File: config.mk
export PLATFORM = sky130hd
export DESIGN_NAME = serial_bit_tx
export DESIGN_NICKNAME = d
export VERILOG_FILES = /design/src/rtl/serial_tx_pkg.sv /design/src/rtl/serial_bit_timer.sv /design/src/rtl/serial_bit_tx.sv
export SDC_FILE = /design/constraint.sdc
export NUM_CORES = 1
export LEC_CHECK = 0
export CAP_MARGIN = 0
export CORE_MARGIN = 4
export CORE_UTILIZATION = 51
export DETAILED_ROUTE_END_ITERATION = 8
export PLACE_DENSITY_LB_ADDON = 0.08
export SLEW_MARGIN = 20
export SYNTH_ARGS = -nofsm -noshare
export SYNTH_HDL_FRONTEND = slang
export SYNTH_HIERARCHICAL = 1
export SYNTH_SLANG_ARGS = --single-unit
File: constraint.sdc
create_clock -name clk -period 2.05 [get_ports clk]
set_input_delay 0.41 -clock clk [delete_from_list [all_inputs] [get_ports clk]]
set_output_delay 0.41 -clock clk [all_outputs]
set_load 0.02 [all_outputs]
File: src/rtl/serial_tx_pkg.sv
// serial_tx_pkg: shared state encoding and line levels for the serial bit transmitter
package serial_tx_pkg;
  typedef enum logic [2:0] {IDLE, START, DATA, PARITY, STOP} tx_state_t;
  localparam logic LINE_IDLE  = 1'b1;
  localparam logic LINE_START = 1'b0;
  localparam logic LINE_STOP  = 1'b1;
endpackage

File: src/rtl/serial_bit_timer.sv
// serial_bit_timer: counts CLKS_PER_BIT cycles and pulses bit_done on the last one
module serial_bit_timer #(
  parameter int CLKS_PER_BIT = 4
) (
  input  logic clk,
  input  logic rst_n,
  input  logic clear,
  output logic bit_done
);
  localparam int CW = CLKS_PER_BIT > 1 ? $clog2(CLKS_PER_BIT) : 1;
  logic [CW-1:0] cnt_q;
  assign bit_done = cnt_q == CW'(CLKS_PER_BIT - 1);
  // restart on clear, otherwise count 0..CLKS_PER_BIT-1 and roll over at each bit boundary
  always_ff @(posedge clk or negedge rst_n)
    if (!rst_n) cnt_q <= '0;
    else        cnt_q <= (clear || bit_done) ? '0 : cnt_q + CW'(1);
endmodule

File: src/rtl/serial_bit_tx.sv
// serial_bit_tx: frame transmitter (start, data LSB-first, optional parity, stop); parity via SERIAL_BIT_TX_PARITY_EN
module serial_bit_tx
  import serial_tx_pkg::*;
#(
  parameter int DATA_W       = 8,
  parameter int CLKS_PER_BIT = 4
) (
  input  logic              clk,
  input  logic              rst_n,
  input  logic [DATA_W-1:0] tx_data,
  input  logic              tx_valid,
  output logic              tx_ready,
  output logic              ser_out,
  output logic              busy
);
  localparam int IW = DATA_W > 1 ? $clog2(DATA_W) : 1;
  tx_state_t         state_q;
  logic [DATA_W-1:0] shreg_q;
  logic [IW-1:0]     idx_q;
  logic              ser_q, ser_d, busy_q, bit_done, accept, last_bit;
  assign tx_ready = state_q == IDLE;
  assign accept   = tx_valid && tx_ready;
  assign last_bit = idx_q == IW'(DATA_W - 1);
  assign ser_out  = ser_q;
  assign busy     = busy_q;
  serial_bit_timer #(.CLKS_PER_BIT(CLKS_PER_BIT)) u_timer (
    .clk      (clk),
    .rst_n    (rst_n),
    .clear    (accept),
    .bit_done (bit_done)
  );
`ifdef SERIAL_BIT_TX_PARITY_EN
  localparam tx_state_t AFTER_DATA = PARITY;
  logic parity_q;
  // even parity of the payload, captured together with the word
  always_ff @(posedge clk or negedge rst_n)
    if (!rst_n)      parity_q <= 1'b0;
    else if (accept) parity_q <= ^tx_data;
`else
  localparam tx_state_t AFTER_DATA = STOP;
`endif
  // line level implied by the current state; registered below
  always_comb begin
    ser_d = LINE_IDLE;
    case (state_q)
      START:   ser_d = LINE_START;
      DATA:    ser_d = shreg_q[0];
`ifdef SERIAL_BIT_TX_PARITY_EN
      PARITY:  ser_d = parity_q;
`endif
      STOP:    ser_d = LINE_STOP;
      default: ser_d = LINE_IDLE;
    endcase
  end
  // frame sequencer: advances one state per completed bit, shifts payload out LSB-first
  always_ff @(posedge clk or negedge rst_n)
    if (!rst_n) begin
      state_q <= IDLE;
      shreg_q <= '0;
      idx_q   <= '0;
      ser_q   <= LINE_IDLE;
      busy_q  <= 1'b0;
    end else begin
      ser_q  <= ser_d;
      busy_q <= state_q != IDLE;
      case (state_q)
        IDLE: if (accept) begin
          state_q <= START;
          shreg_q <= tx_data;
          idx_q   <= '0;
        end
        START: if (bit_done) state_q <= DATA;
        DATA: if (bit_done) begin
          shreg_q <= shreg_q >> 1;
          idx_q   <= last_bit ? '0 : idx_q + IW'(1);
          if (last_bit) state_q <= AFTER_DATA;
        end
        PARITY: if (bit_done) state_q <= STOP;
        STOP: if (bit_done) state_q <= IDLE;
        default: state_q <= IDLE;
      endcase
    end
endmodule

==> impl_metrics.ini, run 1 <==
[clock_network]
cts_tree = yes
clk_latency_ns = 0.30
root_buffer = clkbuf_4
hold_buffers = 0
cts_max_path_buffers = 2
htreeDepth = 1
cts_sinks = 18
cts_setup_buffers = 0
path_clk_slew_ns = 0.10
cts_inserted_buffers = 3

[critical_path]
cp_slowest_cell = dfrtp_1
worstPathCellList = or2_1, nor2_1, dlygate4sd2_1
worstSetupPathType = reg2out
end_kind = output port
worstPathArrival_ns = 1.49
cpPeakStageDelay_ns = 0.45
r2r_setup_slack_ns = 0.39
crit_fanout = 7
required_ns = 1.64
start_kind = flip-flop

[logic_synthesis]
yosys_warnings = 6
syn_area_per_cell_um2 = 12.19
async_flop_share_pct = 100.0
yosysSeqAreaShare_pct = 50.07
synth_area_leaders = dfrtp_1 (47%), mux2_2 (21%), ha_1 (4.2%), dfstp_2 (2.9%), o21ai_0 (2.8%)
synth_nets = 88
syn_inst = 74
ys.flop_type = dfrtp_1
synth_common_cells = dfrtp_1 (17), mux2_2 (17), nor2_1 (6)
ys_types = 25
synth-seq-cells = 18
synth_area_um2 = 902.1
synth_edf_count = 0
synth_area_leader_cell = dfrtp_1
yosysTopAreaCellShare_pct = 47.16

[cells_and_area]
fin_nets = 108
final_area_um2 = 1121
drive_gt1_share_pct = 34.41
antennaDiodeCount = 0
syn2layout_area_growth_pct = 24.27

[routing]
via_count = 621
dr_wl_met2_um = 767
postRouteWirelength_um = 1607
wl_met3_um = 78
drtPass1Iterations = 4
drc_errors = 0
post_drt_wl_per_cell_um = 13.74
drt-vias-per-instance = 5.308
wl_met1_um = 714
drt_iter0_drc = 3
ant_nets = 0
top_layer = met4

[run]
max_cap_viol_count = 0

[status]
status = completed

[die]
initial_core_util_pct = 56.59
dieArea_um2 = 2506
io_pins = 14
chipHeight_um = 50.06
num_rows = 14
core_area_um2 = 1594
chipWidth_um = 50.06

[timing]
tightest_slew_ns = 0.3775
clock.fmax_ghz = 0.5257
slew_headroom_pct = 74.76
rsz0062_at_grt = no
tns_ns = 0
holdWs_ns = 0.3762
setup_viol = 0
post-route-min-period_ns = 1.902
period_share_pct = 92.79
final_max_slew_viol_count = 0
hold_viol = 0
clock_skew_ns = 0.006213

[place]
place_area_um2 = 1086
port_buffers = 13
place_hpwl_um = 1239
place_congestion = 0.8073

[global_routing]
grt_max_degree = 14
grt-ovfl-total = 0
grt_pass1_vias = 615
grt_pass1_wl_um = 2918
track_usage_pct = 16.09
antenna_found_initial = 0

[worst_hold_path]
min_path_type = in2async

[power_and_ir_drop]
p_per_area_nw_per_um2 = 1362
leakagePower_nw = 0.4818
ir_worst_vdd_mv = 0.7815
critical path: cells and delay by family, from the launching register on:
family | cells | cell delay, ns
buf+inv | 1 | 0.35
flops | 1 | 0.45
simple gates | 2 | 0.39
placed cells by master (no fill, tap or decap):
master and count:
mux2_2 17, or4b_2 1, nor3b_2 1, clkbuf_4 3, a31oi_1 1, clkbuf_8 1, a21oi_4 1, nor4b_1 1
and4b_1 1, a22oi_1 1, dfstp_2 1, or2_2 1, ha_1 3, nand2_1 2, dlygate4sd2_1 1, a22o_1 1
inv_1 2, o21ai_0 5, nor2_1 6, o22ai_1 1, nor3_2 1, or2_1 1, dfrtp_1 17, nor2b_1 3
a21oi_1 1, buf_4 5, clkdlybuf4s50_1 12, nand2b_1 2
timing repair:
action                                 CTS  global route
setup endpoints to repair                1             0
endpoints found under the hold margin    0             0
gates resized for setup                  1             0
state kept, by name (all words and copies together), names as in the netlist:
register	cells
shreg_q	8
idx_q	3
state_q	3
u_timer/cnt_q	2
busy	1
ser_out	1
logic make-up after synthesis:
logic type,Yosys count,share of synthesized area [%]
fa+ha+maj,3,4.161
compound gates,11,8.323
mux,17,21.22
simple gates,20,13.87
flops,18,50.07
buf+inv,5,2.358
layer usage:
layer  vias to the layer above  GRT usage (%)
met5                         -              0
met4                         0          11.06
met3                         6          5.120
met2                        13          23.48
met1                       301          19.89
li1                        301              -
report_power, final:
group | internal, mW | switching, mW | total (mW)
clock network | 0.109 | 0.111 | 0.220
logic | 0.385 | 0.312 | 0.697
registers | 0.519 | 0.0905 | 0.610
path summary, 6_finish.rpt:
check | start | to | cells past startpoint
min | rst_n | shreg_q[6] | 1
max reg2reg | state_q[0] | shreg_q[5] | 4
min in group clk | u_timer/cnt_q[0] | u_timer/cnt_q[0] | 1
min reg2reg | u_timer/cnt_q[0] | u_timer/cnt_q[0] | 1
max | state_q[0] | tx_ready | 3
max in group asynchronous | rst_n | shreg_q[1] | 2
through the flow:
| step | std cells | utilization [%] | worst slack (ns) | power [mW] |
|---|---|---|---|---|
| 2_1_floorplan | 74 | - | 0.5132 | 1.103 |
| 3_3_place_gp | 113 | 68.13 | 0.1759 | 1.299 |
| 3_5_place_dp | 113 | 68.13 | 0.1186 | 1.331 |
| 4_1_cts | 117 | 70.33 | 0.1267 | 1.543 |
| 5_1_grt | 117 | 70.33 | 0.05975 | 1.652 |
| 6_report | 117 | 70.33 | 0.1479 | 1.527 |
layout make-up:
cell class                 instances  area (µm²)
inverter                           2       7.507
tap                               24       30.03
fill                             123       473.0
timing repair buffer              18       166.4
clock buffer                       4       36.28
sequential                        18       451.7
multi-input combinational         51       429.2
No activity file was read; power rests on OpenSTA's default activity.
==> inputs of run 2 (changes only) <==
ABC_AREA = 1   (was not set)
==> run 2 against run 1 <==
Critical path depth fell by 2. Routed wire length rose by 6.8%. Fmax rose by 3.7%. Die area increased by 1.3%. Critical endpoint is now ser_out. Combinational power grew 11%. Via count grew 22%. Cell count up 31%. Count of clock-buffer cells in the layout is the same. Hold slack better by 0.042 ns. Sequential cell count did not move.
==> impl_metrics.ini, run 2 <==
[place]
place_hpwl_um = 1252
place_congestion = 0.8970
pre_cts_ws_ns = 0.1607
port_buffers = 13
placed_cells = 149

[logic_synthesis]
yosysSeqAreaShare_pct = 49.32
synth_edf_count = 0
synth_area_um2 = 915.9
yosysTopAreaCellShare_pct = 46.45
synth_area_leader_cell = dfrtp_1
yosys_warnings = 6
synth-seq-cells = 18
synth_common_cells = nand2_1 (28), o21ai_0 (20), dfrtp_1 (17)
synth_area_leaders = dfrtp_1 (46%), nand2_1 (11%), o21ai_0 (11%), inv_1 (6.6%), ha_1 (4.1%)
ys_types = 20
syn_inst = 112
syn_area_per_cell_um2 = 8.177
synth_nets = 126
synth.most_common_cell = nand2_1
ys.flop_type = dfrtp_1
async_flop_share_pct = 100.0

[cells_and_area]
syn2layout_area_growth_pct = 19.40
fin_nets = 143
reg.largest.list = shreg_q: 8 flops, idx_q: 3 flops, state_q: 3 flops
drive_gt1_share_pct = 11.72
layoutNonFillerInstCount = 153
antennaDiodeCount = 0
largest_reg_flops = 8
top_register = shreg_q
layout_commonest_cell = nand2_1
final_cell_mix = nand2_1 (28), o21ai_0 (20), dfrtp_1 (17)

[critical_path]
cp_slowest_cell = clkdlybuf4s50_1
worstSetupPathType = reg2out
critPathBufInv = 1
worstPathArrival_ns = 1.42
crit-reg2reg-launch = state_q[2]
cpPeakStageDelay_ns = 0.59
crit_family = buffers and inverters
end_kind = output port
worstPathCellList = clkdlybuf4s50_1
crit_fanout = 1
required_ns = 1.64
cp-startpoint = ser_out
start_kind = flip-flop

[power_and_ir_drop]
p_per_area_nw_per_um2 = 1466
finalPower_mw = 1.603
leakagePower_nw = 0.5638
seqPwrFrac_pct = 37.9
internal_power_mw = 0.8901
combPwrFrac_pct = 48.1
swShare_pct = 44.47
p_sw_mw = 0.7127
pwr-share-clk_pct = 13.9
ir_worst_vdd_mv = 0.9280

[global_routing]
grt_pass1_vias = 725
grt-ovfl-total = 0
grt_max_degree = 19
antenna_found_initial = 0
grt_pass1_wl_um = 3029
track_usage_pct = 15.27

[timing]
clock.fmax_ghz = 0.5451
hold_viol = 0
final_max_slew_viol_count = 0
post-route-min-period_ns = 1.834
period_share_pct = 89.48
tns_ns = 0
setup_viol = 0
tightest_slew_ns = 0.4234
rsz0062_at_grt = no
slew_headroom_pct = 71.70
clock_skew_ns = 0.007474
worst_slack_ns = 0.2156

[routing]
drt-vias-per-instance = 4.961
via_count = 759
drc_errors = 0
post_drt_wl_per_cell_um = 11.22
drt_iter0_drc = 17
drtPass1Iterations = 5
ant_nets = 0
postRouteWirelength_um = 1717

[die]
io_pins = 14
chipHeight_um = 50.38
initial_core_util_pct = 53.63
dieArea_um2 = 2538
chipWidth_um = 50.38
num_rows = 15
core_area_um2 = 1708

[clock_network]
cts_max_path_buffers = 2
htreeDepth = 1
cts_setup_buffers = 0
cts_sinks = 18
hold_buffers = 0
clk_latency_ns = 0.30
path_clk_slew_ns = 0.11
cts_tree = yes
cts_inserted_buffers = 3
root_buffer = clkbuf_4
cts-resized-gates = 1

[status]
status = completed

[run]
max_cap_viol_count = 0

[worst_hold_path]
min_path_type = in2async
## run 2: cell count changes after synthesis, sizes merged, moves of 3 or more
cell,before,now
nand2,2,29
inv,2,19
nor2b,3,0
mux2,17,0
o21ai,5,21
nor2,6,11
## run 2: logic make-up (layout without fill, tap and decap cells)
logic type,after synthesis,in the layout,synth area share (%)
adder cells (fa/ha/maj),3,3,4.099
buffers and inverters,21,37,10.25
AND/OR/NAND/NOR,47,47,23.50
AO/OA/AOI/OAI,23,23,12.84
flip-flops,18,18,49.32
## run 2: path summary, 6_finish.rpt
| kind | end | slack [ns] | cells past startpoint |
|---|---|---|---|
| worst max-delay path | ser_out | 0.22 | 1 |
| min in group clk | u_timer/cnt_q[0] | 0.44 | 1 |
| worst min-delay path | shreg_q[7] | 0.42 | 2 |
| max in group asynchronous | ser_out | 1.38 | 2 |
| worst max register to register | shreg_q[1] | 0.53 | 5 |
| worst min register to register | u_timer/cnt_q[0] | 0.44 | 1 |
## run 2: layout make-up
class,instances,area [µm²]
clock buffer,4,36.28
inverter,19,71.32
tap,25,31.28
timing repair buffer,14,132.6
fill,154,614.3
sequential,18,451.7
multi-input combinational,73,370.4
## run 2: per-stage QoR
stage,util [%],area [µm²],hold WS [ns]
CTS,64.25,1097,0.4372
finish,64.03,1094,0.4180
detailed placement,62.20,1062,0.4327
global route,64.03,1094,0.4548
floorplan,-,915.9,0.1144
global placement,62.20,1062,0.4179
## run 2: worst reg2reg max path, cell delays in order, from the launching register on
cell and delay, ns:
dfrtp_1 0.47, nor2_4 0.18, nand2_1 0.30, o21ai_0 0.30
nand2_1 0.09, o21ai_0 0.09
## run 2: power groups by stage
stage	logic [mW]	registers [mW]	clock network [mW]
2_1_floorplan	0.598	0.620	0
3_3_place_gp	0.767	0.603	0
3_5_place_dp	0.783	0.615	0
4_1_cts	0.779	0.606	0.224
5_1_grt	0.879	0.625	0.243
6_report	0.772	0.608	0.223
## run 2: layer usage
| layer | vias up | global-route usage, % | part of all wire, % |
|---|---|---|---|
| met3 | 2 | 2.967 | 7.5 |
| met4 | 0 | 5.381 | 0.12 |
| met5 | - | 0 | 0 |
| li1 | 383 | - | - |
| met1 | 336 | 18.90 | 44 |
| met2 | 38 | 26.30 | 49 |
